==> config.mk <==
export PLATFORM = sky130hd
export DESIGN_NAME = lif_param_serializer
export DESIGN_NICKNAME = d
export VERILOG_FILES = /design/src/rtl/lif_param_serializer.sv
export SDC_FILE = /design/constraint.sdc
export NUM_CORES = 1
export LEC_CHECK = 0
export CAP_MARGIN = 20
export CORE_MARGIN = 5
export CORE_UTILIZATION = 25
export CTS_CLUSTER_SIZE = 10
export DETAILED_ROUTE_END_ITERATION = 10
export SYNTH_ARGS = -nofsm -noshare
export SYNTH_HDL_FRONTEND = slang
export SYNTH_SLANG_ARGS = --single-unit
==> constraint.sdc <==
create_clock -name clk -period 6.1 [get_ports clk]
set_clock_uncertainty 0.2 [all_clocks]
set_input_delay 0.61 -clock clk [delete_from_list [all_inputs] [get_ports clk]]
set_output_delay 0.61 -clock clk [all_outputs]
set_load 0.02 [all_outputs]
==> src/rtl/lif_param_serializer.sv <==
// Serializes one LIF parameter set (wa, wb, leak, thr_min, thr_max) into the
// loader's framed bit stream: START cycle, 40 data bits MSB-first, then a guard gap.
module lif_param_serializer #(
   parameter int GAP_CYCLES = 2
) (
   input  logic       clk,
   input  logic       reset,
   input  logic       enable,
   input  logic       start,
   input  logic [2:0] wa,
   input  logic [2:0] wb,
   input  logic [1:0] leak,
   input  logic [7:0] thr_min,
   input  logic [7:0] thr_max,
   output logic       serial_data_out,
   output logic       load_enable_out,
   output logic       busy,
   output logic       done,
   output logic       abort,
   output logic       sat_flag
);

   localparam int GW = (GAP_CYCLES > 1) ? $clog2(GAP_CYCLES) : 1;
   localparam logic [GW-1:0] GAP_LAST = GW'(GAP_CYCLES - 1);
   localparam logic [5:0] BIT_LAST = 6'd39;

   typedef enum logic [1:0] {IDLE, START, DATA, GAP} state_t;

   state_t        state_reg, state_next;
   logic [5:0]    bit_count_reg, bit_count_next;
   logic [GW-1:0] gap_count_reg, gap_count_next;
   logic          aborted_reg, aborted_next;
   logic          sat_reg, sat_next;
   logic [2:0]    wa_reg, wa_next;
   logic [2:0]    wb_reg, wb_next;
   logic [1:0]    leak_reg, leak_next;
   logic [6:0]    thr_min_reg, thr_min_next;
   logic [6:0]    thr_max_reg, thr_max_next;
   logic          serial_next, load_next, busy_next, done_next, abort_next;
   logic [39:0]   frame;

   // Each field is its 7-bit value followed by a pad bit the loader never captures.
   assign frame = {4'b0, wa_reg, 1'b0, 4'b0, wb_reg, 1'b0, 5'b0, leak_reg, 1'b0,
                   thr_min_reg, 1'b0, thr_max_reg, 1'b0};

   always_comb begin
      state_next     = state_reg;
      bit_count_next = bit_count_reg;
      gap_count_next = gap_count_reg;
      aborted_next   = aborted_reg;
      sat_next       = sat_reg;
      wa_next        = wa_reg;
      wb_next        = wb_reg;
      leak_next      = leak_reg;
      thr_min_next   = thr_min_reg;
      thr_max_next   = thr_max_reg;

      case (state_reg)
         IDLE: begin
            if (enable && start) begin
               state_next     = START;
               bit_count_next = 6'd0;
               gap_count_next = '0;
               aborted_next   = 1'b0;
               wa_next        = wa;
               wb_next        = wb;
               leak_next      = leak;
               thr_min_next   = thr_min[7] ? 7'h7F : thr_min[6:0];
               thr_max_next   = thr_max[7] ? 7'h7F : thr_max[6:0];
               sat_next       = thr_min[7] | thr_max[7];
            end
         end
         START: begin
            if (!enable) begin
               state_next     = GAP;
               aborted_next   = 1'b1;
               gap_count_next = '0;
            end else begin
               state_next     = DATA;
               bit_count_next = 6'd0;
            end
         end
         DATA: begin
            if (!enable) begin
               state_next     = GAP;
               aborted_next   = 1'b1;
               gap_count_next = '0;
            end else if (bit_count_reg == BIT_LAST) begin
               state_next     = GAP;
               gap_count_next = '0;
            end else begin
               bit_count_next = bit_count_reg + 6'd1;
            end
         end
         GAP: begin
            if (gap_count_reg == GAP_LAST) begin
               state_next     = IDLE;
               bit_count_next = 6'd0;
               gap_count_next = '0;
            end else begin
               gap_count_next = gap_count_reg + GW'(1);
            end
         end
         default: state_next = IDLE;
      endcase

      // Outputs are registered, so they are decoded from the state being entered.
      load_next   = (state_next == START) || (state_next == DATA);
      serial_next = (state_next == DATA) && frame[BIT_LAST - bit_count_next];
      busy_next   = (state_next != IDLE);
      done_next   = (state_next == GAP) && (gap_count_next == GAP_LAST) && !aborted_next;
      abort_next  = (state_next == GAP) && (gap_count_next == GAP_LAST) && aborted_next;
   end

   always_ff @(posedge clk) begin
      if (reset) begin
         state_reg       <= IDLE;
         bit_count_reg   <= 6'd0;
         gap_count_reg   <= '0;
         aborted_reg     <= 1'b0;
         sat_reg         <= 1'b0;
         wa_reg          <= 3'd0;
         wb_reg          <= 3'd0;
         leak_reg        <= 2'd0;
         thr_min_reg     <= 7'd0;
         thr_max_reg     <= 7'd0;
         serial_data_out <= 1'b0;
         load_enable_out <= 1'b0;
         busy            <= 1'b0;
         done            <= 1'b0;
         abort           <= 1'b0;
      end else begin
         state_reg       <= state_next;
         bit_count_reg   <= bit_count_next;
         gap_count_reg   <= gap_count_next;
         aborted_reg     <= aborted_next;
         sat_reg         <= sat_next;
         wa_reg          <= wa_next;
         wb_reg          <= wb_next;
         leak_reg        <= leak_next;
         thr_min_reg     <= thr_min_next;
         thr_max_reg     <= thr_max_next;
         serial_data_out <= serial_next;
         load_enable_out <= load_next;
         busy            <= busy_next;
         done            <= done_next;
         abort           <= abort_next;
      end
   end

   assign sat_flag = sat_reg;

endmodule

==> impl_metrics.yaml <==
logic_synthesis:
  synthArstFlopShare_pct: 0
  synth_top_area_cell: "dfxtp_1"
  netlist.area_leader.share_pct: 34.1
  synth-edff-count: 0
  synth.area.top_cells: "dfxtp_1 (34%), nor3_1 (6.7%), nand2_1 (6.2%)"
  synthTopCellsByCount: "dfxtp_1 (38), nand2_1 (37), nor2_1 (30), nor3_1 (30), a21oi_1 (18)"
  syn_area_um2: 2230
  yosysWarnings: 0
  syn-num-nets: 324
  ys_ff_latch: 38
  synthCells: 286
  seq_area_frac_synth_pct: 34.1
  synth-main-ff-cell: "dfxtp_1"
  ys_types: 60
  syn_avg_cell_area_um2: 7.79
  yosys.cell_count.top_type: "dfxtp_1"
floorplanning:
  die_x_um: 104
  initial_utilization_pct: 25.6
  die_y_um: 104
  coreArea_um2: 8720
  die_area_um2: 10900
  rows: 34
  ioPinCount: 34
critical_path:
  r2r_end: "serial_data_out"
  crit_type: "input port to flop"
  crit_arrival_ns: 4.36
  ff2ff_setup_slack_ns: 1.90
  endpoint_kind: "flop"
  critPathLaunch: "enable"
  crit_required_ns: 6.12
  cp_max_fo: 23
  critPathCapture: "serial_data_out"
  startpoint_type: "input port"
  rr_startpoint: "state_reg[0]"
  rr_worst_depth: 13
global_route:
  gr-usage-all-layers_pct: 10.5
  grt_pass1_wl_mm: 9.69
  grt_antenna_before_repair: 0
  grt_max_degree: 39
  grt_overflow: 0
  grt_pass1_vias: 2057
clock_network:
  htreeDepth: 2
  cts.hold.buffers_added: 0
  cts.reportedPaths.clkPinSlew_ns: 0.07
  postCtsSetupBuffers: 0
  clkLatencyLatePin_ns: 0.29
  cts_root_buffer: "clkbuf_8"
  cts_made_buffers: 5
  cts_sinks: 38
  clk_path_buf_depth: 2
  cts_tree: "built"
  cts-resized-gates: 0
final_layout:
  drive_above_1_share_pct: 7.40
  finalNonFillerCells: 419
  fill_cells: 929
  finalInstanceArea_um2: 2750
  post-route-util_pct: 31.5
  num_antenna_cells: 0
  area_growth_pct: 23.3
  nets: 349
place:
  port_buffers: 33
  dp_slack_ns: 1.51
  post-place-cells: 412
  placed_area_um2: 2640
  place_hpwl_mm: 4.24
  gp_congestion: 0.834
sta:
  final-setup-viol-count: 0
  max_freq_mhz: 230
  final_max_slew_viol_count: 0
  slew-limit-headroom_pct: 41.3
  finalCriticalPeriod_ns: 4.34
  period_share_pct: 71.2
  rsz0062_at_grt: "no"
  tns_ns: 0
  tightest_slew_ns: 0.880
  holdWs_ns: 0.260
  finalWorstSetupSlack_ns: 1.76
  hold_viol: 0
power_and_ir_drop:
  p_leak_nw: 0.979
  powerDensity_nw_per_um2: 328
  peakVddDrop_mv: 0.105
  p_total_uw: 900
run:
  drv_cap: 0
detailed_routing:
  drc: 0
  viasPerCell: 5.08
  drtAntennaViolNets: 0
  num_vias: 2128
  drt_wl_total_mm: 5.75
  drtIter0Drc: 125
  post_drt_wl_per_cell_um: 13.7
  dr.pass1.iters: 4
hold_path:
  hp-class: "flop to flop"
run_status:
  outcome: "finished clean"
-- worst min-delay path by stage --
stage,startpoint,slack [ns],cells past startpoint,end
after floorplan,wa_reg[1],0.24,2,wa_reg[1]
after global placement,wb_reg[1],0.25,2,wb_reg[1]
after detailed placement,wa_reg[1],0.25,2,wa_reg[1]
after CTS,wa_reg[1],0.26,2,wa_reg[1]
after global routing,wb_reg[0],0.29,2,wb_reg[0]
final,wa_reg[1],0.26,2,wa_reg[1]
-- area by class of cell --
class | count | area (um^2) | area share [%]
repair buffers | 35 | 345 | 12.6
inverters | 12 | 45.0 | 1.64
clock buffers | 6 | 82.6 | 3.01
flip-flops and latches | 38 | 761 | 27.7
multi-input cells | 219 | 1350 | 49.1
well taps | 108 | 135 | 4.92
clock inverters | 1 | 30.0 | 1.09
-- placed cells by master, fill, tap and decap left out, types with 5 or more instances in the layout --
cell             instances
dfxtp_1                 38
nand2_1                 37
clkdlybuf4s50_1         33
nor2_1                  30
nor3_1                  30
a21oi_1                 18
inv_1                   12
ha_1                    10
o21ai_0                  9
nand3_1                  6
clkbuf_8                 6
a31oi_1                  5
nand4_1                  5
-- routing by layer --
layer | global-route usage [%] | part of all wire [%] | up-vias
met3 | 1.68 | 4.1 | 6
met1 | 13.4 | 46 | 991
li1 | - | - | 1082
met5 | 0 | 0 | -
met4 | 3.33 | 1.4 | 0
met2 | 18.1 | 49 | 49
-- cell families after synthesis --
kind of cell | after synthesis | synth area share, %
adders and majority gates | 10 | 5.61
muxes | 5 | 2.30
xor gates and xnor gates | 1 | 0.393
AOI/OAI and AO/OA | 66 | 21.9
DFF | 38 | 34.1
buffers and inverters | 29 | 5.33
and+or+nand+nor | 137 | 30.3
-- report_power, final --
part / switching (mW) / total [mW] / internal (mW)
sequential: 0.0275 / 0.315 / 0.288
clock: 0.0881 / 0.219 / 0.131
combinational: 0.222 / 0.365 / 0.143
-- worst max-delay path: stages --
cell and delay [ns]:
clkdlybuf4s50_1 0.80, and3_1 0.83, a31oi_1 0.16, o21ai_0 0.29, nand2_1 0.18, inv_1 0.18
ha_1 0.27, nor3b_1 0.26, nand4b_1 0.16, a2111oi_2 0.38, a311oi_1 0.09, a31oi_1 0.15
No activity file was read; power rests on OpenSTA's default activity.
